--- config.mk ---
export PLATFORM = sky130hd
export DESIGN_NAME = seq_pattern_tx
export DESIGN_NICKNAME = d
export VERILOG_FILES = /design/src/rtl/seq_pkg.sv /design/src/rtl/pattern_piso.sv /design/src/rtl/seq_pattern_tx.sv
export SDC_FILE = /design/constraint.sdc
export NUM_CORES = 1
export LEC_CHECK = 0
export ABC_CLOCK_PERIOD_IN_PS = 4000
export CORE_ASPECT_RATIO = 0.9
export CORE_UTILIZATION = 55
export DETAILED_ROUTE_END_ITERATION = 6
export PLACE_DENSITY = 0.89
export SLEW_MARGIN = 15
export SYNTH_ARGS = -nofsm -noshare
export SYNTH_HDL_FRONTEND = slang
export SYNTH_SLANG_ARGS = --single-unit
--- constraint.sdc ---
create_clock -name clk -period 4 [get_ports clk]
set_clock_uncertainty 0.2 [all_clocks]
set_input_delay 0.8 -clock clk [delete_from_list [all_inputs] [get_ports clk]]
set_output_delay 0.8 -clock clk [all_outputs]
set_load 0.01 [all_outputs]
--- src/rtl/seq_pkg.sv ---
// seq_pkg: shared definitions for the serial pattern transmitter.
//   state_t          FSM state encoding (IDLE, SHIFT, GAP, DONE)
//   DEFAULT_PATTERN  pattern sent when the top-level PATTERN is not overridden
package seq_pkg;

    typedef enum logic [1:0] {
        IDLE  = 2'd0,
        SHIFT = 2'd1,
        GAP   = 2'd2,
        DONE  = 2'd3
    } state_t;

    localparam logic [3:0] DEFAULT_PATTERN = 4'b1011;

endpackage

--- src/rtl/pattern_piso.sv ---
// pattern_piso: loadable parallel-in serial-out shift register, MSB first.
//   clk       rising-edge clock
//   rst       synchronous active-high reset, clears the register
//   clr       synchronous clear (used on abort)
//   load      load PATTERN into the register
//   shift_en  shift left by one, zero fill
//   msb       current serial bit (register MSB)
// Priority: rst/clr > load > shift_en.
module pattern_piso #(
    parameter int             PAT_W   = 4,
    parameter logic [PAT_W-1:0] PATTERN = '0
) (
    input  logic clk,
    input  logic rst,
    input  logic clr,
    input  logic load,
    input  logic shift_en,
    output logic msb
);

    logic [PAT_W-1:0] sreg;

    always_ff @(posedge clk) begin
        if (rst || clr) begin
            sreg <= '0;
        end else if (load) begin
            sreg <= PATTERN;
        end else if (shift_en) begin
            sreg <= {sreg[PAT_W-2:0], 1'b0};
        end
    end

    assign msb = sreg[PAT_W-1];

endmodule

--- src/rtl/seq_pattern_tx.sv ---
// seq_pattern_tx: serial pattern transmitter.
// Sends PATTERN MSB-first rep_cnt times, with gap_len zero bits between repeats.
//   clk      rising-edge clock
//   rst      synchronous active-high reset
//   start    launch request, sampled only in IDLE
//   rep_cnt  number of repeats, latched on accepted start
//   gap_len  zero bits between repeats, latched on accepted start
//   bit_en   advance strobe; current bit is held until bit_en=1
//   abort    cancel transfer (SHIFT/GAP only)
//   x        serial data (registered)
//   x_valid  x carries a pattern or gap bit
//   busy     transfer in progress
//   done     one-cycle completion pulse
module seq_pattern_tx
    import seq_pkg::*;
#(
    parameter int               PAT_W   = 4,
    parameter logic [PAT_W-1:0] PATTERN = DEFAULT_PATTERN,
    parameter int               CNT_W   = 8
) (
    input  logic             clk,
    input  logic             rst,
    input  logic             start,
    input  logic [CNT_W-1:0] rep_cnt,
    input  logic [CNT_W-1:0] gap_len,
    input  logic             bit_en,
    input  logic             abort,
    output logic             x,
    output logic             x_valid,
    output logic             busy,
    output logic             done
);

    localparam int BIT_W = (PAT_W > 1) ? $clog2(PAT_W) : 1;
    localparam logic [BIT_W-1:0] LAST_IDX = BIT_W'(PAT_W - 1);

    state_t           state;
    logic [BIT_W-1:0] bit_idx;
    logic [CNT_W-1:0] rem_cnt;
    logic [CNT_W-1:0] gap_cnt;
    logic [CNT_W-1:0] gap_len_q;

    logic adv;
    logic last_bit;
    logic more;
    logic launch;
    logic reload;
    logic piso_load;
    logic piso_shift;
    logic piso_clr;

    always_comb begin
        adv        = bit_en && !abort;
        last_bit   = (state == SHIFT) && adv && (bit_idx == LAST_IDX);
        more       = (rem_cnt != CNT_W'(1));
        launch     = (state == IDLE) && start && (rep_cnt != '0);
        reload     = (last_bit && more && (gap_len_q == '0)) ||
                     ((state == GAP) && adv && (gap_cnt == CNT_W'(1)));
        piso_load  = launch || reload;
        // Shifting out the last bit leaves the register zero, so x drops to 0
        // for GAP and DONE without a separate clear.
        piso_shift = (state == SHIFT) && adv && !reload;
        piso_clr   = abort && ((state == SHIFT) || (state == GAP));
    end

    pattern_piso #(
        .PAT_W   (PAT_W),
        .PATTERN (PATTERN)
    ) u_piso (
        .clk      (clk),
        .rst      (rst),
        .clr      (piso_clr),
        .load     (piso_load),
        .shift_en (piso_shift),
        .msb      (x)
    );

    always_ff @(posedge clk) begin
        if (rst) begin
            state     <= IDLE;
            bit_idx   <= '0;
            rem_cnt   <= '0;
            gap_cnt   <= '0;
            gap_len_q <= '0;
            x_valid   <= 1'b0;
            busy      <= 1'b0;
            done      <= 1'b0;
        end else begin
            done <= 1'b0;
            unique case (state)
                IDLE: begin
                    if (start) begin
                        rem_cnt   <= rep_cnt;
                        gap_len_q <= gap_len;
                        bit_idx   <= '0;
                        busy      <= 1'b1;
                        if (rep_cnt != '0) begin
                            state   <= SHIFT;
                            x_valid <= 1'b1;
                        end else begin
                            state <= DONE;
                        end
                    end
                end
                SHIFT: begin
                    if (abort) begin
                        state   <= IDLE;
                        x_valid <= 1'b0;
                        busy    <= 1'b0;
                    end else if (adv) begin
                        if (bit_idx != LAST_IDX) begin
                            bit_idx <= bit_idx + 1'b1;
                        end else begin
                            bit_idx <= '0;
                            rem_cnt <= rem_cnt - 1'b1;
                            if (!more) begin
                                state   <= DONE;
                                x_valid <= 1'b0;
                                busy    <= 1'b0;
                                done    <= 1'b1;
                            end else if (gap_len_q != '0) begin
                                state   <= GAP;
                                gap_cnt <= gap_len_q;
                            end
                        end
                    end
                end
                GAP: begin
                    if (abort) begin
                        state   <= IDLE;
                        x_valid <= 1'b0;
                        busy    <= 1'b0;
                    end else if (adv) begin
                        if (gap_cnt == CNT_W'(1)) begin
                            state <= SHIFT;
                        end else begin
                            gap_cnt <= gap_cnt - 1'b1;
                        end
                    end
                end
                DONE: begin
                    // busy still set means we arrived straight from IDLE with
                    // rep_cnt==0: spend one more cycle here to emit done.
                    if (busy) begin
                        busy <= 1'b0;
                        done <= 1'b1;
                    end else begin
                        state <= IDLE;
                    end
                end
                default: state <= IDLE;
            endcase
        end
    end

endmodule

Word-level counts from Yosys, hierarchy flattened

Cells that the tools add are included.

Shift operators: 0
Bitwise logic cells: 0
Equality and inequality tests: 25
Mux-type cells: 49
Reduce and logical (&&, ||, !) cells: 33
Multipliers: 0
Add/subtract/negate cells: 3
Magnitude comparators: 0
Divide/modulo/power cells: 0

Operators by type and width:

| cell                                                   | number |
|---|---|
| 2-to-1 mux 8 bit                                       | 12 |
| case mux 8 bit (2 select lines)                        | 2 |
| 2-to-1 mux 2 bit                                       | 15 |
| inequality test 2 bit (second input constant)          | 11 |
| nonzero test 8 bit                                     | 2 |
| subtractor 8 x 1 -> 8 bit (second input constant)      | 2 |
| AND reduction 7 bit                                    | 2 |
| 2-to-1 mux 1 bit                                       | 13 |
| inequality test 3 bit (second input constant)          | 4 |
| logical AND 1 bit                                      | 11 |
| AND reduction 5 bit                                    | 2 |
| AND reduction 9 bit                                    | 1 |
| == test 8 x 1 -> 1 bit (second input constant)         | 1 |
| zero test 8 bit                                        | 1 |
| 2-to-1 mux 4 bit                                       | 2 |
| inequality test 8 x 1 -> 1 bit (second input constant) | 1 |
| case mux 2 bit (4 select lines)                        | 1 |
| == test 2 bit (second input constant)                  | 3 |
| nonzero test 2 bit                                     | 3 |
| logical OR 1 bit                                       | 4 |
| inequality test 2 x 1 -> 1 bit (second input constant) | 2 |
| inequality test 4 x 3 -> 1 bit (second input constant) | 1 |
| case mux 1 bit (4 select lines)                        | 1 |
| case mux 2 bit (2 select lines)                        | 1 |
| 11 further kinds                                       | 12 |

Output and inout port bits: 4
Register bits: 35
RAM bits: 0
Logic and storage cells: 120
Bits in read-only memories: 0
Input port bits: 21
Memories: 0
Latch bits: 0

Logic depth before layout (Yosys ltp)

Gate-level depths: netlist of the first run.

Depth in word-level cells: 11
Gate-level depth with buffers: 9
Mapped depth without buffers: 7

Modules after synthesis

Synthesis of the first run repeated with hierarchy kept, for this count alone.

Cells, all modules: 257
Area total of the unflattened synthesis: 2110.8 um^2

Modules (own cells, without submodules):

| module         | area an instance (um^2) | cells an instance | instances |
|---|---|---|---|
| seq_pattern_tx | 1956.9                  | 244               | 1 |
| pattern_piso   | 153.9                   | 13                | 1 |

Worst setup path after synthesis of the first run

OpenSTA, ideal clock, no wires.

Path type: input to register
Start: input start
End: register rem_cnt[5]
Arrival time: 1967 ps
Setup slack: 1700 ps
Setup time: 133 ps
Path buffers: 2
Required time: 3667 ps
Stages on the path: 7
Cell sequence: clkbuf_1 mux2i_1 a21oi_1 clkbuf_1 o21ai_0 nand3_1 o31ai_1

Word-level cells in the longest chain between the ends: 2

RTL lines:

| element                                | line                  | text |
|---|---|---|
| from (decl)                            | seq_pattern_tx.sv:23  | `input logic start,` |
| inequality test 2 bit (no source line) | n/a                   |  |
| AND reduction 5 bit (no source line)   | n/a                   |  |
| to (signal assigned)                   | seq_pattern_tx.sv:93  | `rem_cnt <= rep_cnt;` |
| to (signal assigned)                   | seq_pattern_tx.sv:115 | `rem_cnt <= rem_cnt - 1'b1;` |
| to (decl)                              | seq_pattern_tx.sv:39  | `logic [CNT_W-1:0] rem_cnt;` |

No other way between the ends.
A chain may end at the register's enable or synchronous reset.

Final worst setup path of the first run

Start: register state[1]
End: register gap_cnt[4]

Word-level cells in the longest chain between the ends: 3

RTL lines:

| element                                                                 | line                  | text |
|---|---|---|
| from (decl)                                                             | seq_pattern_tx.sv:37  | `state_t state;` |
| from (signal assigned)                                                  | seq_pattern_tx.sv:80  | `state <= IDLE;` |
| from (signal assigned)                                                  | seq_pattern_tx.sv:98  | `state <= SHIFT;` |
| from (signal assigned)                                                  | seq_pattern_tx.sv:101 | `state <= DONE;` |
| == test 2 x 1 -> 1 bit / == test 2 bit (equally long branches)          | seq_pattern_tx.sv:90  | `unique case (state)` |
| inequality test 2 x 1 -> 1 bit (no source line) (tied with other cells) | n/a                   |  |
| AND reduction 9 bit (no source line)                                    | n/a                   |  |
| to (signal assigned)                                                    | seq_pattern_tx.sv:123 | `gap_cnt <= gap_len_q;` |
| to (signal assigned)                                                    | seq_pattern_tx.sv:137 | `gap_cnt <= gap_cnt - 1'b1;` |
| to (decl)                                                               | seq_pattern_tx.sv:40  | `logic [CNT_W-1:0] gap_cnt;` |

Parallel ways exist; a longest one is shown, timed or not.

==> results.sh, run 1 <==
export IMPL_syn_inst=257
export IMPL_synth_area_leader_cell="dfxtp_1"
export IMPL_overflow=0
export IMPL_yosysWarnings=0
export IMPL_initial_core_util_pct=59.3
export IMPL_fin_crit_sh_pct=76.2
export IMPL_criticalPathCategory="register to register"
export IMPL_grt_pass1_wl_mm=8.47
export IMPL_hold_buffers=0
export IMPL_p_seq_share_pct=31.8
export IMPL_status="finished, final reports clean"
export IMPL_grt_pass1_vias=1788
export IMPL_vias=2028
export IMPL_finalSetupTns_ps=0
export IMPL_synth_area_top_cells="dfxtp_1 (34%), a21oi_1 (6.8%), ha_1 (6.7%), nand2_1 (5.3%), mux2i_1 (4.4%)"
export IMPL_p_per_area_nw_per_um2=653
export IMPL_diodes=0
export IMPL_drive_gt1_share_pct=6.07
export IMPL_cp_max_fo=17
export IMPL_placed_area_sq_um=2320
export IMPL_met2_length_mm=2.33
export IMPL_synth_edf_count=0
export IMPL_arrival_ps=3010
export IMPL_grt_setup_unrepaired="false"
export IMPL_postSynth_asyncResetShare_pct=0
export IMPL_post_route_min_period_ps=3050
export IMPL_final_nets=311
export IMPL_cts_root_buf="clkbuf_8"
export IMPL_reg2reg_depth=7
export IMPL_switching_share_pct=38.7
export IMPL_ant_nets=0
export IMPL_die_w_um=66.6
export IMPL_whs_path_depth=2
export IMPL_cts_inserted_buffers=5
export IMPL_clkTransAtPathRegs_ps=70
export IMPL_grt_antenna_before_repair=0
export IMPL_cts_tree="built"
export IMPL_routed_wl_mm=5.16
export IMPL_layout_cells_non_filler=324
export IMPL_yosysMostFrequentCell="dfxtp_1"
export IMPL_fin_area_sq_um=2460
export IMPL_slew_viol_final=0
export IMPL_drt_initial_drc_count=282
export IMPL_cp_end_kind="register"
export IMPL_io_buffers=24
export IMPL_clk_path_buf_depth=2
export IMPL_finalHoldViolations=0
export IMPL_met1_length_mm=2.37
export IMPL_yosys_area_top_type_share_pct=34.0
export IMPL_syn2layout_area_growth_pct=19.1
export IMPL_p_int_uw=985
export IMPL_avgSynthCellArea_sq_um=8.03
export IMPL_whs_ps=284
export IMPL_cts_resized=0
export IMPL_crit_path_end="gap_cnt[4]"
export IMPL_ys_types=51
export IMPL_ys_ff_latch=35
export IMPL_gp_congestion=0.881
export IMPL_synth_main_ff_cell="dfxtp_1"
export IMPL_top_layer="met4"
export IMPL_worstReg2RegStart="state[1]"
export IMPL_ioPinCount=25
export IMPL_pwr_share_clk_pct=23.7
export IMPL_wire_per_inst_um=15.9
export IMPL_insertion_delay_ps=290
export IMPL_rows=20
export IMPL_route_met3_wl_um=347
export IMPL_timing_rr_end="gap_cnt[4]"
export IMPL_combPwrFrac_pct=44.5
export IMPL_p_switching_uw=621
export IMPL_vias_per_cell=6.26
export IMPL_worstSetupStartpoint="state[1]"
export IMPL_cts_htree_levels=2
export IMPL_grt_max_degree=18
export IMPL_fin_util_pct=70.6
export IMPL_hpwl_mm=3.68
export IMPL_vdd_drop_max_mv=0.515
export IMPL_setup_violations=0
export IMPL_core_area_sq_um=3480
export IMPL_post_cts_buffers=0
export IMPL_clock_sinks=35
export IMPL_drcViolationCount=0
export IMPL_slew_headroom_pct=43.7
export IMPL_yosys_top_cells_count="dfxtp_1 (35), nand2_1 (29), a21oi_1 (28)"
export IMPL_hold_path_class="register to register"
export IMPL_crit_path_start_kind="register"
export IMPL_fillers=272
export IMPL_die_h_um=60.1
export IMPL_grt_usage_pct=28.6
export IMPL_netlist_area_sq_um=2060
export IMPL_r2r_slack_ps=950
export IMPL_cp_required_ps=3960
export IMPL_die_area_sq_um=4000
export IMPL_synth_seq_area_share_pct=34.0
export IMPL_syn_nets=289
export IMPL_p_leak_nw=0.928
export IMPL_drv_cap=0
export IMPL_worst_pin_slew_ps=840
export IMPL_fmax_mhz=328
export IMPL_dr_pass1_iters=5
export IMPL_numPlacedInstances=316
kinds of logic after synthesis:
group	count (synthesis)	synth area share (%)
and+or+nand+nor	101	24.6
muxes	10	4.91
adders and majority gates	11	6.67
xor gates and xnor gates	1	0.425
DFF	35	34.0
buffers and inverters	25	4.91
AOI/OAI and AO/OA	74	24.5
metrics by stage:
stage	setup slack, ps	power (mW)
3_3_place_gp	992	1.19
3_5_place_dp	920	1.21
6_report	951	1.61
2_1_floorplan	1700	1.04
4_1_cts	992	1.60
5_1_grt	782	1.70
cell type report:
class / instances / area [sq um] / share of cell area (%)
inverters: 14 / 52.6 / 2.14
clock inverters: 2 / 60.1 / 2.44
well taps: 44 / 55.1 / 2.24
repair buffers: 26 / 255 / 10.4
clock buffers: 6 / 72.6 / 2.95
multi-input cells: 197 / 1260 / 51.3
flip-flops and latches: 35 / 701 / 28.5
how the worst min path moves through the flow:
stage | from | to | slack, ps
global route | gap_len_q[1] | gap_len_q[1] | 310
global placement | u_piso.sreg[0] | u_piso.sreg[0] | 250
detailed placement | u_piso.sreg[0] | u_piso.sreg[0] | 270
floorplan | u_piso.sreg[0] | u_piso.sreg[0] | 240
finish | gap_len_q[1] | gap_len_q[1] | 280
CTS | u_piso.sreg[0] | u_piso.sreg[0] | 280
power groups by stage:
stage	Combinational (mW)	Clock [mW]	Sequential, mW
final	0.714	0.381	0.510
after global routing	0.785	0.398	0.520
after CTS	0.707	0.381	0.508
after detailed placement	0.699	0	0.515
after global placement	0.682	0	0.510
after floorplan	0.536	0	0.499
worst max-delay path: stages, from the launching register on:
cell,delay (ps)
dfxtp_1,360
inv_1,110
ha_1,550
inv_1,380
and3_1,250
a31oi_1,620
or3_1,330
o32ai_2,110
routing by layer:
layer	global-route usage, %	up-vias
li1	-	988
met1	38.6	925
met2	43.6	101
met3	5.53	14
met4	13.4	0
met5	0	-
registers in the layout (all words and copies together) (netlist names):
name and cells:
bit_idx 2, rem_cnt 8, u_piso.sreg 4, x_valid 1, done 1, gap_cnt 8, gap_len_q 8, state 2
busy 1
cells in the final DEF (no fill, tap or decap), drive strengths merged, types with 6 or more instances in the layout:
| master | count |
|---|---|
| o21ai | 9 |
| inv | 13 |
| mux2i | 9 |
| nand3 | 13 |
| ha | 11 |
| nor3 | 6 |
| nand2 | 29 |
| clkbuf | 6 |
| clkdlybuf4s50 | 24 |
| nor2 | 22 |
| a21oi | 28 |
| nand2b | 6 |
| nor4 | 6 |
| dfxtp | 35 |
No activity file was read; power rests on OpenSTA's default activity.
==> inputs of run 2 (changes only) <==
--- a/config.mk
+++ b/config.mk
@@ -5,7 +5,7 @@
 export SDC_FILE = /design/constraint.sdc
 export NUM_CORES = 1
 export LEC_CHECK = 0
-export ABC_CLOCK_PERIOD_IN_PS = 4000
+export ABC_CLOCK_PERIOD_IN_PS = 3000
 export CORE_ASPECT_RATIO = 0.9
 export CORE_UTILIZATION = 55
 export DETAILED_ROUTE_END_ITERATION = 6
==> constraint.sdc (replaced) <==
create_clock -name clk -period 3 [get_ports clk]
set_clock_uncertainty 0.2 [all_clocks]
set_input_delay 0.6 -clock clk [delete_from_list [all_inputs] [get_ports clk]]
set_output_delay 0.6 -clock clk [all_outputs]
set_load 0.01 [all_outputs]
==> run 2 against run 1 <==
  * Clock-buffer cell count is the same
  * First-iteration DRC count increased by 3.2%
  * Wire length up 0.45%
  * Worst hold slack got worse by 3.8 ps
  * Setup slack lost 670 ps
  * Global-route usage is 0.83 points lower
  * Sequential share of layout area decreased by 0.17 points
  * Highest routed layer unchanged
==> results.sh, run 2 (synthesis gave the netlist of run 1 again) <==
export IMPL_fillers=290
export IMPL_worstReg2RegStart="rem_cnt[3]"
export IMPL_gp_congestion=0.966
export IMPL_total_power_mw=2.11
export IMPL_min_from="bit_idx[1]"
export IMPL_io_buffers=24
export IMPL_layout_common_cells="dfxtp_1 (35), nand2_1 (29), a21oi_1 (28)"
export IMPL_cts_resized=0
export IMPL_multiInputGateArea_sq_um=1260
export IMPL_finalHoldViolations=0
export IMPL_layout_commonest_cell="dfxtp_1"
export IMPL_die_w_um=66.6
export IMPL_reg_top3="gap_cnt (8), gap_len_q (8), rem_cnt (8)"
export IMPL_placed_area_sq_um=2350
export IMPL_die_area_sq_um=4000
export IMPL_cp_end_kind="register"
export IMPL_grt_max_degree=22
export IMPL_finalSetupTns_ps=0
export IMPL_arrival_ps=2680
export IMPL_vdd_drop_max_mv=0.659
export IMPL_slew_viol_final=0
export IMPL_drive_gt1_share_pct=7.75
export IMPL_ioPinCount=25
export IMPL_p_leak_nw=0.943
export IMPL_dr_pass1_iters=5
export IMPL_hpwl_mm=3.76
export IMPL_final_nets=315
export IMPL_grt_pass1_vias=1807
export IMPL_grt_usage_pct=27.7
export IMPL_rows=20
export IMPL_grt_antenna_before_repair=0
export IMPL_clock_sinks=35
export IMPL_criticalPathCategory="register to register"
export IMPL_insertion_delay_ps=300
export IMPL_drv_cap=0
export IMPL_wire_per_inst_um=15.8
export IMPL_vias_per_cell=6.14
export IMPL_diodes=0
export IMPL_post_route_min_period_ps=2720
export IMPL_timing_rr_end="gap_cnt[3]"
export IMPL_hold_buffers=0
export IMPL_core_area_sq_um=3480
export IMPL_status="finished, final reports clean"
export IMPL_grt_pass1_wl_mm=8.26
export IMPL_initial_core_util_pct=59.3
export IMPL_drcViolationCount=0
export IMPL_slew_headroom_pct=39.2
export IMPL_ant_nets=0
export IMPL_overflow=0
export IMPL_crit_path_start_kind="register"
export IMPL_routed_wl_mm=5.18
export IMPL_cp_max_fo=11
export IMPL_p_per_area_nw_per_um2=853
export IMPL_fmax_mhz=367
export IMPL_fin_area_sq_um=2470
export IMPL_reg2reg_depth=5
export IMPL_whs_path_depth=2
export IMPL_register_area_sq_um=701
export IMPL_worst_pin_slew_ps=908
export IMPL_cts_inserted_buffers=5
export IMPL_vias=2013
export IMPL_hold_path_class="register to register"
export IMPL_fin_crit_sh_pct=90.7
export IMPL_hold_path_end="bit_idx[1]"
export IMPL_die_h_um=60.1
export IMPL_setup_violations=0
export IMPL_clk_path_buf_depth=2
export IMPL_r2r_slack_ps=280
export IMPL_post_cts_buffers=0
export IMPL_drt_initial_drc_count=291
export IMPL_cp_required_ps=2950
export IMPL_cts_tree="built"
export IMPL_grt_setup_unrepaired="false"
export IMPL_cts_htree_levels=2
export IMPL_cts_root_buf="clkbuf_8"
export IMPL_clkTransAtPathRegs_ps=70
export IMPL_syn2layout_area_growth_pct=19.8
[run 2: worst max-delay path: stages, from the launching register on]
cell	delay [ps]
dfxtp_1	350
or4_4	560
or3_1	360
a31oi_1	670
or3_1	310
o21ai_0	130
[run 2: where the power goes]
part | total, mW | switching (mW) | internal, mW
Combinational | 0.989 | 0.561 | 0.428
Clock | 0.444 | 0.175 | 0.269
Sequential | 0.676 | 0.102 | 0.574
[run 2: worst max-delay path by stage]
stage / from / endpoint / slack (ps) / cells past startpoint
final: rem_cnt[3] / gap_cnt[3] / 280 / 5
after global routing: state[1] / gap_cnt[3] / 150 / 7
after CTS: rem_cnt[3] / gap_cnt[3] / 350 / 5
after detailed placement: abort / gap_cnt[6] / 90 / 6
after global placement: abort / gap_cnt[3] / 230 / 6
after floorplan: state[1] / state[0] / 840 / 8
[run 2: through the flow]
stage                     util (%)  setup slack [ps]  hold slack, ps  instances
after detailed placement      67.7              88.1             269        320
after global routing          71.1               146             307        328
final                         71.1               278             280        328
after floorplan                  -               843             235        257
after CTS                     71.1               345             278        328
after global placement        67.7               226             246        320
[run 2: final cells by class]
cell class              instances  share of cell area (%)
well taps                      44                    2.23
clock inverters                 2                    1.42
flip-flops and latches         35                    28.3
multi-input cells             197                    51.0
inverters                      14                    2.13
clock buffers                   6                    3.34
repair buffers                 30                    11.5
[run 2: routing by layer]
metal,up-vias,wire length [um],GRT usage (%),part of all wire [%]
li1,989,-,-,-
met1,918,2410,38.2,47
met2,95,2330,41.7,45
met3,11,379,6.30,7.3
met4,0,58,10.9,1.1
met5,-,0,0,0
